### src/rtl/afifo_rd_pack.sv
// Read-side consumer of the async FIFO: pops words using the registered occupancy,
// packs PACK words little-endian into one output word on a valid/ready stream, and
// emits a partial word with a lane-keep mask on flush.
module afifo_rd_pack #(
    parameter int unsigned DEEPWID = 3,
    parameter int unsigned BITWID  = 8,
    parameter int unsigned PACK    = 4,
    parameter int unsigned PACKWID = 2
) (
    input  logic                     rd_clk,
    input  logic                     rd_rst,
    input  logic [DEEPWID:0]         fifo_rd_num,
    output logic                     fifo_rd,
    input  logic [BITWID-1:0]        fifo_rd_dat,
    input  logic                     fifo_rd_dat_vld,
    input  logic                     flush,
    output logic                     out_vld,
    input  logic                     out_rdy,
    output logic [BITWID*PACK-1:0]   out_dat,
    output logic [PACK-1:0]          out_keep,
    output logic                     busy
);

    localparam logic [PACKWID-1:0] LAST_LANE = PACKWID'(PACK - 1);

    typedef enum logic [0:0] {StFill, StFlush} state_e;

    state_e                   state;
    logic [PACKWID-1:0]       iss_idx;
    logic [PACKWID-1:0]       rcv_idx;
    logic                     inflight;
    logic [BITWID*PACK-1:0]   acc;

    logic                     flush_pend;
    logic                     last_lane;
    logic                     slot_free;
    logic                     capture;
    logic                     final_cap;
    logic                     flush_idle;
    logic                     flush_load;
    logic [BITWID*PACK-1:0]   acc_cap;
    logic [PACK-1:0]          keep_part;

    assign flush_pend = (state == StFlush);
    assign last_lane  = (iss_idx == LAST_LANE);
    assign slot_free  = !out_vld || out_rdy;
    // The final lane may only be popped if the output slot is free when its data lands.
    assign fifo_rd    = !rd_rst && (fifo_rd_num != '0) && !flush_pend && (!last_lane || slot_free);
    // Data with no read outstanding (e.g. issued before a reset) is dropped.
    assign capture    = fifo_rd_dat_vld && inflight;
    assign final_cap  = capture && (rcv_idx == LAST_LANE);
    assign flush_idle = flush_pend && !inflight && (rcv_idx == '0);
    assign flush_load = flush_pend && !inflight && (rcv_idx != '0) && slot_free;
    assign busy       = (rcv_idx != '0) || inflight || flush_pend || out_vld;

    // Accumulator with the arriving word merged in, and the partial keep mask.
    always_comb begin
        acc_cap = acc;
        if (capture) begin
            acc_cap[int'(rcv_idx)*BITWID +: BITWID] = fifo_rd_dat;
        end
        keep_part = '0;
        for (int k = 0; k < int'(PACK); k++) begin
            keep_part[k] = (k < int'(rcv_idx));
        end
    end

    // Issue/receive counters, accumulator, output register and FILL/FLUSH control.
    always_ff @(posedge rd_clk or posedge rd_rst) begin
        if (rd_rst) begin
            state    <= StFill;
            iss_idx  <= '0;
            rcv_idx  <= '0;
            inflight <= 1'b0;
            acc      <= '0;
            out_vld  <= 1'b0;
            out_dat  <= '0;
            out_keep <= '0;
        end else begin
            inflight <= fifo_rd || (inflight && !fifo_rd_dat_vld);

            if (fifo_rd) begin
                iss_idx <= last_lane ? '0 : iss_idx + 1'b1;
            end

            if (capture) begin
                if (final_cap) begin
                    rcv_idx <= '0;
                    acc     <= '0;
                end else begin
                    rcv_idx <= rcv_idx + 1'b1;
                    acc     <= acc_cap;
                end
            end

            // Loading a new word in the same edge as a drain keeps out_vld high.
            if (final_cap) begin
                out_dat  <= acc_cap;
                out_keep <= '1;
                out_vld  <= 1'b1;
            end else if (flush_load) begin
                out_dat  <= acc;
                out_keep <= keep_part;
                out_vld  <= 1'b1;
            end else if (out_rdy) begin
                out_vld  <= 1'b0;
            end

            unique case (state)
                StFill: begin
                    if (flush) begin
                        state <= StFlush;
                    end
                end
                StFlush: begin
                    // A flush seen here is absorbed into the one already pending.
                    if (flush_idle) begin
                        iss_idx <= '0;
                        state   <= StFill;
                    end else if (flush_load) begin
                        iss_idx <= '0;
                        rcv_idx <= '0;
                        acc     <= '0;
                        state   <= StFill;
                    end
                end
                default: state <= StFill;
            endcase
        end
    end

endmodule

### config.mk
export PLATFORM = sky130hd
export DESIGN_NAME = afifo_rd_pack
export DESIGN_NICKNAME = d
export VERILOG_FILES = /design/src/rtl/afifo_rd_pack.sv
export SDC_FILE = /design/constraint.sdc
export NUM_CORES = 1
export LEC_CHECK = 0
export CORE_MARGIN = 2
export CORE_UTILIZATION = 58
export DETAILED_ROUTE_END_ITERATION = 7
export GPL_ROUTABILITY_DRIVEN = 0
export PLACE_DENSITY = 0.95
export SLEW_MARGIN = 20
export SYNTH_ARGS = -nofsm -noshare
export SYNTH_HDL_FRONTEND = slang
export SYNTH_SLANG_ARGS = --single-unit
### constraint.sdc
create_clock -name rd_clk -period 6.1 [get_ports rd_clk]
set_clock_uncertainty 0.1 [all_clocks]
set_input_delay 0.61 -clock rd_clk [delete_from_list [all_inputs] [get_ports rd_clk]]
set_output_delay 0.61 -clock rd_clk [all_outputs]
set_load 0.005 [all_outputs]
==> impl_metrics.env, run 1 <==
export IMPL_crit_path_start_kind="input pin"
export IMPL_finalPower_mw=1.91
export IMPL_gr_total_overflow=0
export IMPL_hold_violations=0
export IMPL_cts_setup_buffers=0
export IMPL_synth_xor_area_share_pct=0
export IMPL_synth_seq_cells=75
export IMPL_yosysTopAreaCell="dfrtp_1"
export IMPL_startpoint="out_rdy"
export IMPL_fin_nets=407
export IMPL_grt_pass1_wl_mm=15.2
export IMPL_antenna_found_initial=0
export IMPL_cts_buffer_depth=2
export IMPL_area_growth_pct=21.3
export IMPL_path_max_fanout=29
export IMPL_hpwl_mm=5.72
export IMPL_crit_type="in -> out"
export IMPL_synthAdderAreaFrac_pct=2.39
export IMPL_drive_gt1_share_pct=10.1
export IMPL_coreArea_mm2=0.00603
export IMPL_routed_wirelength_mm=9.27
export IMPL_cts_resized=0
export IMPL_synth_top_area_share_pct=51.2
export IMPL_rows=28
export IMPL_finalSetupTns_ns=0
export IMPL_yosysWarningCount=0
export IMPL_syn_area_mm2=0.00366
export IMPL_path_buf_inv=4
export IMPL_synth_area_mux_share_pct=0.957
export IMPL_hp_start="acc[30]"
export IMPL_h_tree_depth=3
export IMPL_rsz0062_at_grt="false"
export IMPL_clock_tree_root_cell="clkbuf_8"
export IMPL_vias=3133
export IMPL_pre_cts_ws_ns=2.91
export IMPL_tritoncts="done"
export IMPL_vias_per_cell=6.77
export IMPL_finalCoreUtilization_pct=73.7
export IMPL_synth_edff_count=0
export IMPL_slew_headroom_pct=28.2
export IMPL_worst_slew_pin_transition_ns=1.08
export IMPL_cts_sinks=75
export IMPL_synth_async_reset_ratio_pct=100
export IMPL_io_pins=56
export IMPL_yosys_top_cells_area="dfrtp_1, nand3_1, a221o_1"
export IMPL_antennaDiodeCount=0
export IMPL_cpPeakStageDelay_ns=0.51
export IMPL_grt_max_degree=76
export IMPL_die_x_um=83.5
export IMPL_powerDensity_mw_per_mm2=431
export IMPL_drt_iter0_markers=395
export IMPL_min_period_ns=3.20
export IMPL_synth_cell_types=41
export IMPL_crit_chain="clkdlybuf4s50_1 -> nor2b_2 -> buf_4 -> a2111o_1 -> inv_1 -> clkdlybuf4s50_1"
export IMPL_p_leak_nw=2.02
export IMPL_synthSimpleGateAreaFrac_pct=21.7
export IMPL_synth_cells=342
export IMPL_reg2reg_from="rcv_idx[0]"
export IMPL_start_util_pct=60.8
export IMPL_fin_hold_ws_ns=0.394
export IMPL_maxSlewViolCount=0
export IMPL_cp_end_kind="output pin"
export IMPL_gr_usage_all_layers_pct=27.3
export IMPL_ys_seq_area_share_pct=51.2
export IMPL_portBuffers=55
export IMPL_syn_avg_cell_area_um2=10.7
export IMPL_cpLargestDelayFamily="buffers and inverters"
export IMPL_wl_per_cell_um=20.0
export IMPL_setup_slack_ns=2.90
export IMPL_grt_pass1_vias=3056
export IMPL_hold_buffers=0
export IMPL_synth_top_family_by_area="simple AND/OR/NAND/NOR gates"
export IMPL_hp_class="reg -> reg"
export IMPL_die_area_mm2=0.00697
export IMPL_period_share_pct=52.4
export IMPL_synthTopCellsByCount="dfrtp_1, nand3_1, o211ai_1"
export IMPL_synth_nets=366
export IMPL_cp_arrival_ns=2.49
export IMPL_status="completed"
export IMPL_numCtsBuffers=9
export IMPL_synth_most_common_cell="dfrtp_1"
export IMPL_die_h_um=83.5
export IMPL_ant_nets=0
export IMPL_drv_cap=0
export IMPL_ir_drop_mv=0.360
export IMPL_cpMostUsedCell="clkdlybuf4s50_1"
export IMPL_slowest_stage="a2111o_1"
export IMPL_clk_pin_slew_ns=0.08
export IMPL_setup_viol=0
export IMPL_synth_compound_area_share_pct=19.0
export IMPL_first_pass_iters=7
export IMPL_drc=0
export IMPL_fmax_mhz=313
export IMPL_synth_ff_type="dfrtp_1"
export IMPL_required_ns=5.39
export IMPL_clk_latency_ns=0.35
==> layer usage <==
| metal | wire length, um | global-route usage (%) | up-vias |
|---|---|---|---|
| met5 | 0 | 0 | - |
| met4 | 253 | 11.4 | 0 |
| met3 | 679 | 5.24 | 24 |
| met2 | 4570 | 43.2 | 161 |
| met1 | 3770 | 37.1 | 1551 |
| li1 | - | - | 1397 |
==> power breakdown <==
part	total, mW	switching [mW]	internal [mW]
logic	0.707	0.362	0.345
registers	0.744	0.111	0.633
clock network	0.461	0.190	0.271
==> worst paths after layout <==
path	end	slack, ns	cells after the start
worst max-delay path	fifo_rd	2.90	6
worst min-delay path	acc[30]	0.39	1
worst max register to register	out_keep[2]	3.24	5
worst min register to register	acc[30]	0.39	1
max in group asynchronous	out_dat[17]	4.50	3
min in group asynchronous	out_dat[10]	0.80	3
==> sequential cells by signal, indices dropped and copies added, names as in the netlist <==
signal,flops
iss_idx,2
out_vld,1
inflight,1
rcv_idx,2
out_dat,32
acc,32
out_keep,4
flush_pend,1
==> per-stage QoR <==
stage / std cells / area (um^2)
5_1_grt: 463 / 4440
6_report: 463 / 4440
3_3_place_gp: 447 / 4190
3_5_place_dp: 447 / 4190
2_1_floorplan: 342 / 3660
4_1_cts: 463 / 4430
==> cells by family after synthesis <==
logic type,count (synthesis)
AND/OR/NAND/NOR,141
adder cells (fa/ha/maj),7
multiplexers,3
AO/OA/AOI/OAI,80
flip-flops,75
buffers and inverters,36
==> cell usage in the layout (no fill, tap or decap), drive strengths merged, types with 3 or more instances in the layout <==
master,instances
a21o,3
a21oi,4
a221o,24
and2,8
and3,20
buf,3
bufinv,3
clkbuf,9
clkdlybuf4s50,55
clkinv,4
dfrtp,75
ha,7
inv,7
nand2,13
nand3,74
nand3b,8
nor2,4
nor3b,4
o211ai,29
o21ai,5
o221a,8
o22ai,4
==> layout make-up <==
cell class | instances | area [um^2]
Timing Repair Buffer | 58 | 573
Clock buffer | 9 | 124
Tap cell | 75 | 93.8
Clock inverter | 7 | 116
Multi-Input combinational cell | 231 | 1630
Sequential cell | 75 | 1880
Inverter | 8 | 30.0
Fill cell | 404 | 1590
No activity file was read; power rests on OpenSTA's default activity.
==> run 2: changes to the inputs <==
--- a/config.mk
+++ b/config.mk
@@ -6,10 +6,10 @@
 export NUM_CORES = 1
 export LEC_CHECK = 0
 export CORE_MARGIN = 2
-export CORE_UTILIZATION = 58
+export CORE_UTILIZATION = 54
 export DETAILED_ROUTE_END_ITERATION = 7
 export GPL_ROUTABILITY_DRIVEN = 0
-export PLACE_DENSITY = 0.95
+export PLACE_DENSITY = 0.9
 export SLEW_MARGIN = 20
 export SYNTH_ARGS = -nofsm -noshare
 export SYNTH_HDL_FRONTEND = slang
==> constraint.sdc (replaced) <==
create_clock -name rd_clk -period 3.04 [get_ports rd_clk]
set_clock_uncertainty 0.1 [all_clocks]
set_input_delay 0.304 -clock rd_clk [delete_from_list [all_inputs] [get_ports rd_clk]]
set_output_delay 0.304 -clock rd_clk [all_outputs]
set_load 0.005 [all_outputs]
==> impl_metrics.env, run 2 (synthesis gave the netlist of run 1 again) <==
export IMPL_status="completed"
export IMPL_vias_per_cell=6.62
export IMPL_drv_cap=0
export IMPL_clk_latency_ns=0.35
export IMPL_routed_wirelength_mm=9.70
export IMPL_drt_iter0_markers=406
export IMPL_drive_gt1_share_pct=11.4
export IMPL_top_regs="acc: 32 flops, out_dat: 32 flops, out_keep: 4 flops"
export IMPL_hpwl_mm=6.12
export IMPL_gr_total_overflow=0
export IMPL_antennaDiodeCount=0
export IMPL_finalSetupTns_ns=0
export IMPL_worst_slew_pin_transition_ns=0.934
export IMPL_gr_usage_all_layers_pct=27.5
export IMPL_coreArea_mm2=0.00668
export IMPL_h_tree_depth=3
export IMPL_antenna_found_initial=0
export IMPL_numCtsBuffers=9
export IMPL_layout_commonest_cell="dfrtp_1"
export IMPL_global_route_peak_usage_layer="met2"
export IMPL_fmax_mhz=406
export IMPL_hp_class="in -> async"
export IMPL_io_pins=56
export IMPL_powerDensity_mw_per_mm2=844
export IMPL_grt_pass1_vias=3172
export IMPL_rsz0062_at_grt="false"
export IMPL_clk_pin_slew_ns=0.08
export IMPL_hold_violations=0
export IMPL_area_growth_pct=22.4
export IMPL_path_max_fanout=12
export IMPL_crit_path_start_kind="flip-flop"
export IMPL_tritoncts="done"
export IMPL_die_h_um=86.4
export IMPL_cp_end_kind="output pin"
export IMPL_wl_per_cell_um=20.4
export IMPL_cts_buffer_depth=2
export IMPL_fin_area_mm2=0.00448
export IMPL_clock_tree_root_cell="clkbuf_8"
export IMPL_post_dp_cell_area_mm2=0.00428
export IMPL_grtUsageMet2_pct=41.2
export IMPL_cts_resized=0
export IMPL_ant_nets=0
export IMPL_portBuffers=55
export IMPL_grt_max_degree=50
export IMPL_min_period_ns=2.46
export IMPL_finalPower_mw=3.78
export IMPL_fin_hold_ws_ns=0.292
export IMPL_period_share_pct=81.0
export IMPL_crit_type="reg -> out"
export IMPL_first_pass_iters=4
export IMPL_slew_headroom_pct=37.6
export IMPL_hold_buffers=0
export IMPL_setup_viol=0
export IMPL_cts_setup_buffers=0
export IMPL_ir_drop_mv=0.538
export IMPL_cp_arrival_ns=2.06
export IMPL_maxSlewViolCount=0
export IMPL_die_area_mm2=0.00746
export IMPL_final_cell_mix="dfrtp_1, nand3_1, clkdlybuf4s50_1, o211ai_1, a221o_1"
export IMPL_grt_pass1_wl_mm=15.9
export IMPL_gr_usage_met3_pct=6.86
export IMPL_vias=3152
export IMPL_die_x_um=86.4
export IMPL_use_met1_pct=36.9
export IMPL_fin_nets=415
export IMPL_drc=0
export IMPL_required_ns=2.64
export IMPL_rows=30
export IMPL_cts_sinks=75
export IMPL_start_util_pct=54.8
export IMPL_p_leak_nw=2.05
## run 2: cell types whose count changed in the layout (fill, tap and decap cells not counted), moves of 2 or more
| cell | delta |
|---|---|
| bufinv_16 | -2 |
| buf_12 | +2 |
| clkbuf_8 | +2 |
| buf_4 | +6 |
## run 2: worst paths after layout
| check | start | to | slack (ns) | depth (start not counted) |
|---|---|---|---|---|
| worst min register to register | acc[31] | acc[31] | 0.39 | 1 |
| worst max register to register | rcv_idx[0] | out_dat[4] | 0.60 | 6 |
| min in group rd_clk | acc[31] | acc[31] | 0.39 | 1 |
| worst max-delay path | rcv_idx[0] | busy | 0.58 | 4 |
| max in group asynchronous | rd_rst | out_dat[20] | 1.88 | 3 |
| worst min-delay path | rd_rst | out_dat[25] | 0.29 | 2 |
## run 2: final cells by class
cell class	instances	area (um^2)
sequential	75	1880
multi-input combinational	231	1610
timing repair buffer	66	658
inverter	8	30.0
fill	498	2200
clock buffer	12	155
clock inverter	4	48.8
tap	80	100
## run 2: layer usage
| layer | share of wire [%] | routed length, um |
|---|---|---|
| met5 | 0 | 0 |
| met4 | 4.1 | 398 |
| met3 | 8.5 | 825 |
| met2 | 47 | 4540 |
| met1 | 41 | 3940 |
## run 2: critical path, stage by stage, from the launching register on
cell and delay, ns:
dfrtp_1 0.47, inv_1 0.17, ha_1 0.43, nand3_1 0.16
clkdlybuf4s50_1 0.48
## run 2: metrics by stage
step | utilization (%) | setup WS [ns] | instances
finish | 67.1 | 0.577 | 476
global route | 67.1 | 0.456 | 476
CTS | 67.1 | 0.598 | 476
detailed placement | 64.0 | 0.634 | 460
global placement | 64.0 | 0.723 | 460
floorplan | - | 0.726 | 342
## run 2: power by group
group          switching, mW  internal [mW]  total (mW)
clock                  0.376          0.423       0.799
combinational          0.752          0.739        1.49
sequential             0.222           1.27        1.49
==> run 3: changes to the inputs <==
==> constraint.sdc (replaced) <==
create_clock -name rd_clk -period 2.4 [get_ports rd_clk]
set_clock_uncertainty 0.1 [all_clocks]
set_input_delay 0.24 -clock rd_clk [delete_from_list [all_inputs] [get_ports rd_clk]]
set_output_delay 0.24 -clock rd_clk [all_outputs]
set_load 0.005 [all_outputs]
==> impl_metrics.env, run 3 (synthesis gave the netlist of run 1 again) <==
export IMPL_clock_tree_root_cell="clkbuf_8"
export IMPL_hpwl_mm=6.23
export IMPL_grt_pass1_vias=3167
export IMPL_setup_viol=0
export IMPL_io_pins=56
export IMPL_drv_cap=0
export IMPL_layout_commonest_cell="dfrtp_1"
export IMPL_start_util_pct=54.8
export IMPL_intPower_mw=3.10
export IMPL_ant_nets=0
export IMPL_crit_path_start_kind="flip-flop"
export IMPL_hold_buffers=0
export IMPL_reg2reg_from="rcv_idx[1]"
export IMPL_gr_total_overflow=0
export IMPL_hp_class="in -> async"
export IMPL_clk_latency_ns=0.36
export IMPL_grt_pass1_wl_mm=15.6
export IMPL_drive_gt1_share_pct=13.8
export IMPL_grtUsageMet2_pct=43.2
export IMPL_maxSlewViolCount=0
export IMPL_critPathCapture="fifo_rd"
export IMPL_die_area_mm2=0.00746
export IMPL_fmax_mhz=429
export IMPL_status="completed"
export IMPL_first_pass_iters=5
export IMPL_min_period_ns=2.33
export IMPL_drc=0
export IMPL_required_ns=2.06
export IMPL_startpoint="iss_idx[0]"
export IMPL_vias_per_cell=6.49
export IMPL_fin_nets=426
export IMPL_r2r_end="acc[14]"
export IMPL_powerDensity_mw_per_mm2=1060
export IMPL_path_max_fanout=3
export IMPL_ff2ff_path_depth=5
export IMPL_period_share_pct=97.1
export IMPL_vias=3160
export IMPL_hold_violations=0
export IMPL_finalSetupTns_ns=0
export IMPL_ir_drop_mv=0.713
export IMPL_coreArea_mm2=0.00668
export IMPL_die_h_um=86.4
export IMPL_rsz0062_at_grt="false"
export IMPL_grt_max_degree=30
export IMPL_gr_usage_all_layers_pct=27.1
export IMPL_cts_buffer_depth=2
export IMPL_antennaDiodeCount=0
export IMPL_worst_slew_pin_transition_ns=0.558
export IMPL_numCtsBuffers=9
export IMPL_portBuffers=55
export IMPL_ff2ff_setup_slack_ns=0.30
export IMPL_p_leak_nw=2.09
export IMPL_p_comb_share_pct=40.5
export IMPL_use_met1_pct=35.5
export IMPL_area_growth_pct=24.1
export IMPL_gr_usage_met3_pct=5.90
export IMPL_cp_end_kind="output pin"
export IMPL_h_tree_depth=3
export IMPL_clk_pin_slew_ns=0.08
export IMPL_switching_share_pct=35.8
export IMPL_clock_power_share_pct=20.5
export IMPL_cts_sinks=75
export IMPL_finalCoreUtilization_pct=68.0
export IMPL_die_x_um=86.4
export IMPL_tritoncts="done"
export IMPL_crit_type="reg -> out"
export IMPL_antenna_found_initial=0
export IMPL_final_cell_mix="dfrtp_1, nand3_1, clkdlybuf4s50_1, o211ai_1, a221o_1"
export IMPL_top_regs="acc: 32 flops, out_dat: 32 flops, out_keep: 4 flops"
export IMPL_routed_wirelength_mm=9.61
export IMPL_rows=30
export IMPL_drt_iter0_markers=283
export IMPL_slew_headroom_pct=62.8
export IMPL_global_route_peak_usage_layer="met2"
export IMPL_p_seq_share_pct=39.0
export IMPL_cp_arrival_ns=1.99
export IMPL_wl_per_cell_um=19.7
export IMPL_p_sw_mw=1.73
run 3: changes by cell type in the layout (fill, tap and decap cells not counted), sizes merged:
cell / change
clkinvlp: +1
buf: +11
clkbuf: -1
run 3: layer usage:
metal,vias to the layer above,part of all wire (%)
li1,1429,-
met1,1589,43
met2,118,48
met3,24,6.2
met4,0,2.4
met5,-,0
run 3: worst max-delay path, cell delays in order, from the launching register on:
cell,delay (ns)
dfrtp_1,0.40
ha_1,0.21
a2111o_1,0.46
inv_1,0.07
clkdlybuf4s50_1,0.49
run 3: cell type report:
class                   count  area, um^2
flip-flops and latches     75        1880
fillers                   527        2140
clock buffers              11         141
repair buffers             77         728
clock inverters             5        52.6
well taps                  80         100
multi-input cells         231        1610
inverters                   8        30.0
run 3: worst min-delay path by stage:
stage / startpoint / end / slack, ns / depth (start not counted)
after floorplan: fifo_rd_dat_vld / inflight / 0.25 / 1
after global placement: acc[27] / acc[27] / 0.37 / 1
after detailed placement: acc[31] / acc[31] / 0.37 / 1
after CTS: rd_rst / out_keep[3] / 0.13 / 2
after global routing: rd_rst / acc[8] / 0.15 / 2
final: rd_rst / out_keep[3] / 0.13 / 2
run 3: stage by stage:
step / total power, mW / area, um^2 / hold WS, ns / cells / setup WS (ns)
floorplan: 2.96 / 3660 / 0.247 / 342 / 0.150
global placement: 3.75 / 4340 / 0.370 / 470 / 0.224
detailed placement: 3.82 / 4340 / 0.372 / 470 / 0.192
CTS: 4.80 / 4540 / 0.128 / 486 / 0.0441
global route: 5.07 / 4540 / 0.150 / 487 / 0.00131
finish: 4.82 / 4540 / 0.127 / 487 / 0.0692
run 3: power by group through the flow:
stage	Sequential (mW)	Combinational, mW	Clock (mW)
after floorplan	1.85	1.11	0
after global placement	1.88	1.87	0
after detailed placement	1.90	1.93	0
after CTS	1.88	1.94	0.985
after global routing	1.92	2.12	1.04
final	1.88	1.96	0.986
run 3: timing repair:
action,4_1_cts,5_1_grt
gates resized for setup,0,0
setup buffers,0,1
endpoints found under the setup margin,0,1
